--- config.mk ---
export PLATFORM = sky130hd
export DESIGN_NAME = csr_issue
export DESIGN_NICKNAME = d
export VERILOG_FILES = /design/src/rtl/csr_issue.sv
export SDC_FILE = /design/constraint.sdc
export NUM_CORES = 1
export LEC_CHECK = 0
export BUFFER_PORTS_ARGS = -buffer_cell sky130_fd_sc_hd__buf_2
export CAP_MARGIN = 20
export CORE_MARGIN = 4
export CORE_UTILIZATION = 50
export DETAILED_ROUTE_END_ITERATION = 8
export GPL_TIMING_DRIVEN = 0
export PLACE_DENSITY = 0.77
export SYNTH_ARGS = -nofsm -noshare
export SYNTH_HDL_FRONTEND = slang
export SYNTH_SLANG_ARGS = --single-unit
--- constraint.sdc ---
create_clock -name CLK -period 4.66 [get_ports CLK]
set_input_delay 0.699 -clock CLK [delete_from_list [all_inputs] [get_ports CLK]]
set_output_delay 0.699 -clock CLK [all_outputs]
set_load 0.005 [all_outputs]
--- src/rtl/csr_issue.sv ---
// In-order CSR issue controller: queues dispatched CSR micro-ops and releases
// the oldest one only when it is the commit head, keeping at most one op in flight.

`ifndef CSR_EXEPARAM_DW
`define CSR_EXEPARAM_DW 32
`endif

module csr_issue #(
  parameter int DW = `CSR_EXEPARAM_DW,
  parameter int DP = 4,
  parameter int TW = 6
) (
  input  logic                     CLK,
  input  logic                     RSTn,
  input  logic                     flush,
  input  logic                     csr_issue_vaild,
  input  logic [DW-1:0]            csr_issue_param,
  input  logic [TW-1:0]            csr_issue_tag,
  output logic                     csr_issue_ready,
  input  logic                     commit_head_vaild,
  input  logic [TW-1:0]            commit_head_tag,
  output logic                     csr_exeparam_vaild,
  output logic [DW-1:0]            csr_exeparam,
  input  logic                     csr_writeback_vaild,
  output logic                     csr_busy,
  output logic [$clog2(DP):0]      csr_fifo_cnt
);

  localparam int AW = $clog2(DP);
  localparam int CW = AW + 1;

  typedef enum logic [1:0] {IDLE, ISSUE, WAIT} state_t;

  state_t        state_reg;
  logic [AW-1:0] wr_ptr_reg;
  logic [AW-1:0] rd_ptr_reg;
  logic [CW-1:0] cnt_reg;
  logic [DW-1:0] param_mem [DP];
  logic [TW-1:0] tag_mem   [DP];
  logic          push;
  logic          pop;

  // Ready looks only at the registered count, so a full FIFO refuses a push
  // even when the head is being popped in the same cycle.
  assign csr_issue_ready = (cnt_reg != CW'(DP));
  assign push            = csr_issue_vaild & csr_issue_ready & ~flush;
  assign pop             = (state_reg == IDLE) & (cnt_reg != '0) & commit_head_vaild
                         & (tag_mem[rd_ptr_reg] == commit_head_tag) & ~flush;

  assign csr_busy     = (state_reg != IDLE);
  assign csr_fifo_cnt = cnt_reg;

  always_ff @(posedge CLK) begin
    if (push) begin
      param_mem[wr_ptr_reg] <= csr_issue_param;
      tag_mem[wr_ptr_reg]   <= csr_issue_tag;
    end
  end

  always_ff @(posedge CLK or negedge RSTn) begin
    if (!RSTn) begin
      state_reg          <= IDLE;
      wr_ptr_reg         <= '0;
      rd_ptr_reg         <= '0;
      cnt_reg            <= '0;
      csr_exeparam_vaild <= 1'b0;
      csr_exeparam       <= '0;
    end else if (flush) begin
      // csr_exeparam keeps its last value; only the strobe is cancelled.
      state_reg          <= IDLE;
      wr_ptr_reg         <= '0;
      rd_ptr_reg         <= '0;
      cnt_reg            <= '0;
      csr_exeparam_vaild <= 1'b0;
    end else begin
      if (push) wr_ptr_reg <= wr_ptr_reg + AW'(1);
      if (pop)  rd_ptr_reg <= rd_ptr_reg + AW'(1);
      case ({push, pop})
        2'b10:   cnt_reg <= cnt_reg + CW'(1);
        2'b01:   cnt_reg <= cnt_reg - CW'(1);
        default: cnt_reg <= cnt_reg;
      endcase

      case (state_reg)
        IDLE: begin
          if (pop) begin
            state_reg          <= ISSUE;
            csr_exeparam_vaild <= 1'b1;
            csr_exeparam       <= param_mem[rd_ptr_reg];
          end
        end
        ISSUE: begin
          state_reg          <= WAIT;
          csr_exeparam_vaild <= 1'b0;
        end
        WAIT: begin
          if (csr_writeback_vaild) state_reg <= IDLE;
        end
        default: begin
          state_reg          <= IDLE;
          csr_exeparam_vaild <= 1'b0;
        end
      endcase
    end
  end

endmodule

==> metrics.cfg <==
[run_status]
status = finished clean

[die]
die-area_um2 = 17100
initial_utilization_pct = 51.4
core_area_um2 = 14600
die_width_um = 131
rows = 44
die_h_um = 131
ios = 88

[layout]
drive_gt1_share_pct = 42.5
area_delta_synth_final_pct = 17.5
layout_common_cells = 152 x edfxtp_1, 87 x buf_2, 42 x dfrtp_1
nets = 514
fin_cells = 655
layout_commonest_cell = edfxtp_1
largest_reg_flops = 128
antennaDiodeCount = 0
top_regs = param_mem: 128 flops, csr_exeparam: 32 flops, tag_mem: 24 flops
largest-register = param_mem

[hold_path]
min_path_type = input pin to async pin

[worst_setup_path]
cp-endpoint = csr_fifo_cnt[2]
cp-startpoint = rd_ptr_reg[1]
arrival_ps = 4170
end_kind = flip-flop
rr_worst_depth = 14
reg2reg_slack_ps = 800
start_kind = flip-flop
critPathRequiredTime_ps = 4970
critical_path_class = flip-flop to flip-flop
r2r-end = csr_fifo_cnt[2]
timing.rr.start = rd_ptr_reg[1]
worstPathMaxFanout = 10

[global_routing]
antenna_found_initial = 1
grt_pass1_vias = 3869
grt_util_all_layers_pct = 16.8
overflow = 0
grt_first_pass_wirelength_mm = 20.9
grt_max_degree = 43

[timing]
grt_setup_unrepaired = no
layout_min_cycle_time_ps = 3860
hold_viol_final = 0
setup_viol = 0
setup-tns-final_ps = 0
slew_headroom_pct = 38.5
finalCritPeriodShare_pct = 82.9
clock_skew_ps = 8.93
tightest_slew_ps = 922
slew_viol_final = 0
fmax_mhz = 259

[route]
routedWlPerCell_um = 20.1
vias = 3568
ant_nets = 0
via_per_inst = 5.45
drtIter0Drc = 205
wl_mm = 13.1
drc_errors = 0
dr.pass1.iters = 5

[logic_synthesis]
syn_nets = 403
synth_seq_area_share_pct = 74.6
yosys.cell_types.count = 34
synth-main-ff-cell = edfxtp_1
ys_top_cells_by_area = edfxtp_1 61%, dfrtp_1 14%, mux4_2 9.9%
synth_top_area_share_pct = 60.7
syn_inst = 348
syn_avg_cell_area_um2 = 21.6
ys_ff_latch = 194
syn_area_um2 = 7520
yosysWarnings = 0
synth_edf_count = 152
synth_area_leader_cell = edfxtp_1
ys_async_sr_fraction_pct = 21.6

[clock_network]
cts_sinks = 194
cts_setup_buffers = 0
numCtsBuffers = 17
clk_pin_slew_ps = 60
hold_buffers = 0
clk_latency_ps = 430
cts_resized = 0
clock_path_buffers = 2
htreeDepth = 4
cts_tree = done
root_buffer = clkbuf_16

[pwr]
power.leakage_nw = 3.29
peakVddDrop_mv = 0.275
p_per_area_nw_per_um2 = 393

[run]
cap_viol_max_count = 0

[placed_design]
gp_congestion = 0.752
port_buffers = 87
dp_hpwl_mm = 8.38
place_inst = 623

[final cells by class]
class | instances | area (µm²)
inverter | 4 | 15.0
fill | 1052 | 5800
clock inverter | 13 | 115
tap | 184 | 230
multi-input combinational | 135 | 1780
sequential | 194 | 5620
clock buffer | 18 | 429
timing repair buffer | 92 | 536
buffer | 15 | 120
[synthesized netlist by cell type (2+ instances only)]
| cell type | instances |
|---|---|
| edfxtp_1 | 152 |
| dfrtp_1 | 42 |
| mux4_2 | 33 |
| mux2_4 | 28 |
| mux2i_1 | 11 |
| clkbuf_1 | 10 |
| nor2_1 | 10 |
| xor2_1 | 8 |
| mux2_2 | 6 |
| and2_1 | 5 |
| a21oi_1 | 4 |
| ha_1 | 4 |
| inv_1 | 4 |
| buf_12 | 3 |
| nand2_1 | 3 |
| nand2b_1 | 3 |
| buf_6 | 2 |
| nand3_1 | 2 |
| nor2b_1 | 2 |
| xnor2_1 | 2 |
[per-stage QoR]
stage,cell area (µm²),setup WS [ps],power (W),utilization (%),hold WS (ps)
3_5_place_dp,8280,752,0.00217,56.5,492
4_1_cts,8820,749,0.00351,60.2,464
6_report,8840,798,0.00347,60.4,172
2_1_floorplan,7520,1230,0.00207,-,403
5_1_grt,8840,516,0.00361,60.4,179
3_3_place_gp,8190,827,0.00215,55.9,490
[where the power goes]
part           switching [W]  internal [W]  total (W)
clock network       0.000604      0.000733    0.00134
logic              0.0000879     0.0000889   0.000177
registers          0.0000240       0.00193    0.00196
total               0.000716       0.00275    0.00347
[worst min path at each step]
| stage | from | endpoint | slack, ps | depth (start not counted) |
|---|---|---|---|---|
| 6_report | RSTn | csr_exeparam[25] | 170 | 1 |
| 5_1_grt | RSTn | csr_exeparam[25] | 180 | 1 |
| 4_1_cts | csr_issue_param[6] | param_mem[2][6] | 460 | 1 |
| 3_5_place_dp | csr_exeparam[26] | csr_exeparam[26] | 490 | 1 |
| 3_3_place_gp | csr_exeparam[2] | csr_exeparam[2] | 490 | 1 |
| 2_1_floorplan | RSTn | csr_exeparam[0] | 400 | 0 |
[routing by layer]
layer	GRT usage [%]	up-vias	wire, µm
li1	-	1600	-
met1	21.0	1872	5450
met2	28.1	83	6840
met3	4.76	11	698
met4	6.41	2	146
met5	0	-	8
[cell families (layout without fill, tap and decap cells)]
kind of cell	Yosys count	after routing	share of synthesized area (%)
DFF	194	194	74.6
muxes	79	79	18.2
and+or+nand+nor	31	31	2.20
buffers and inverters	19	142	1.80
AOI/OAI and AO/OA	10	10	1.11
xor gates and xnor gates	10	10	1.16
adders and majority gates	5	5	0.931
[worst max-delay path, cell delays in order (launching register included)]
cell and delay (ps):
dfrtp_1 320, clkbuf_1 420, clkbuf_1 530, mux2i_1 300, xor2_1 170, nand4_1 140
a211oi_4 460, and2b_1 200, buf_6 160, buf_12 150, and2_1 150, fa_1 190
a21oi_1 50, mux2i_1 160, mux2_2 340
Power figures use the tool's default switching activity.
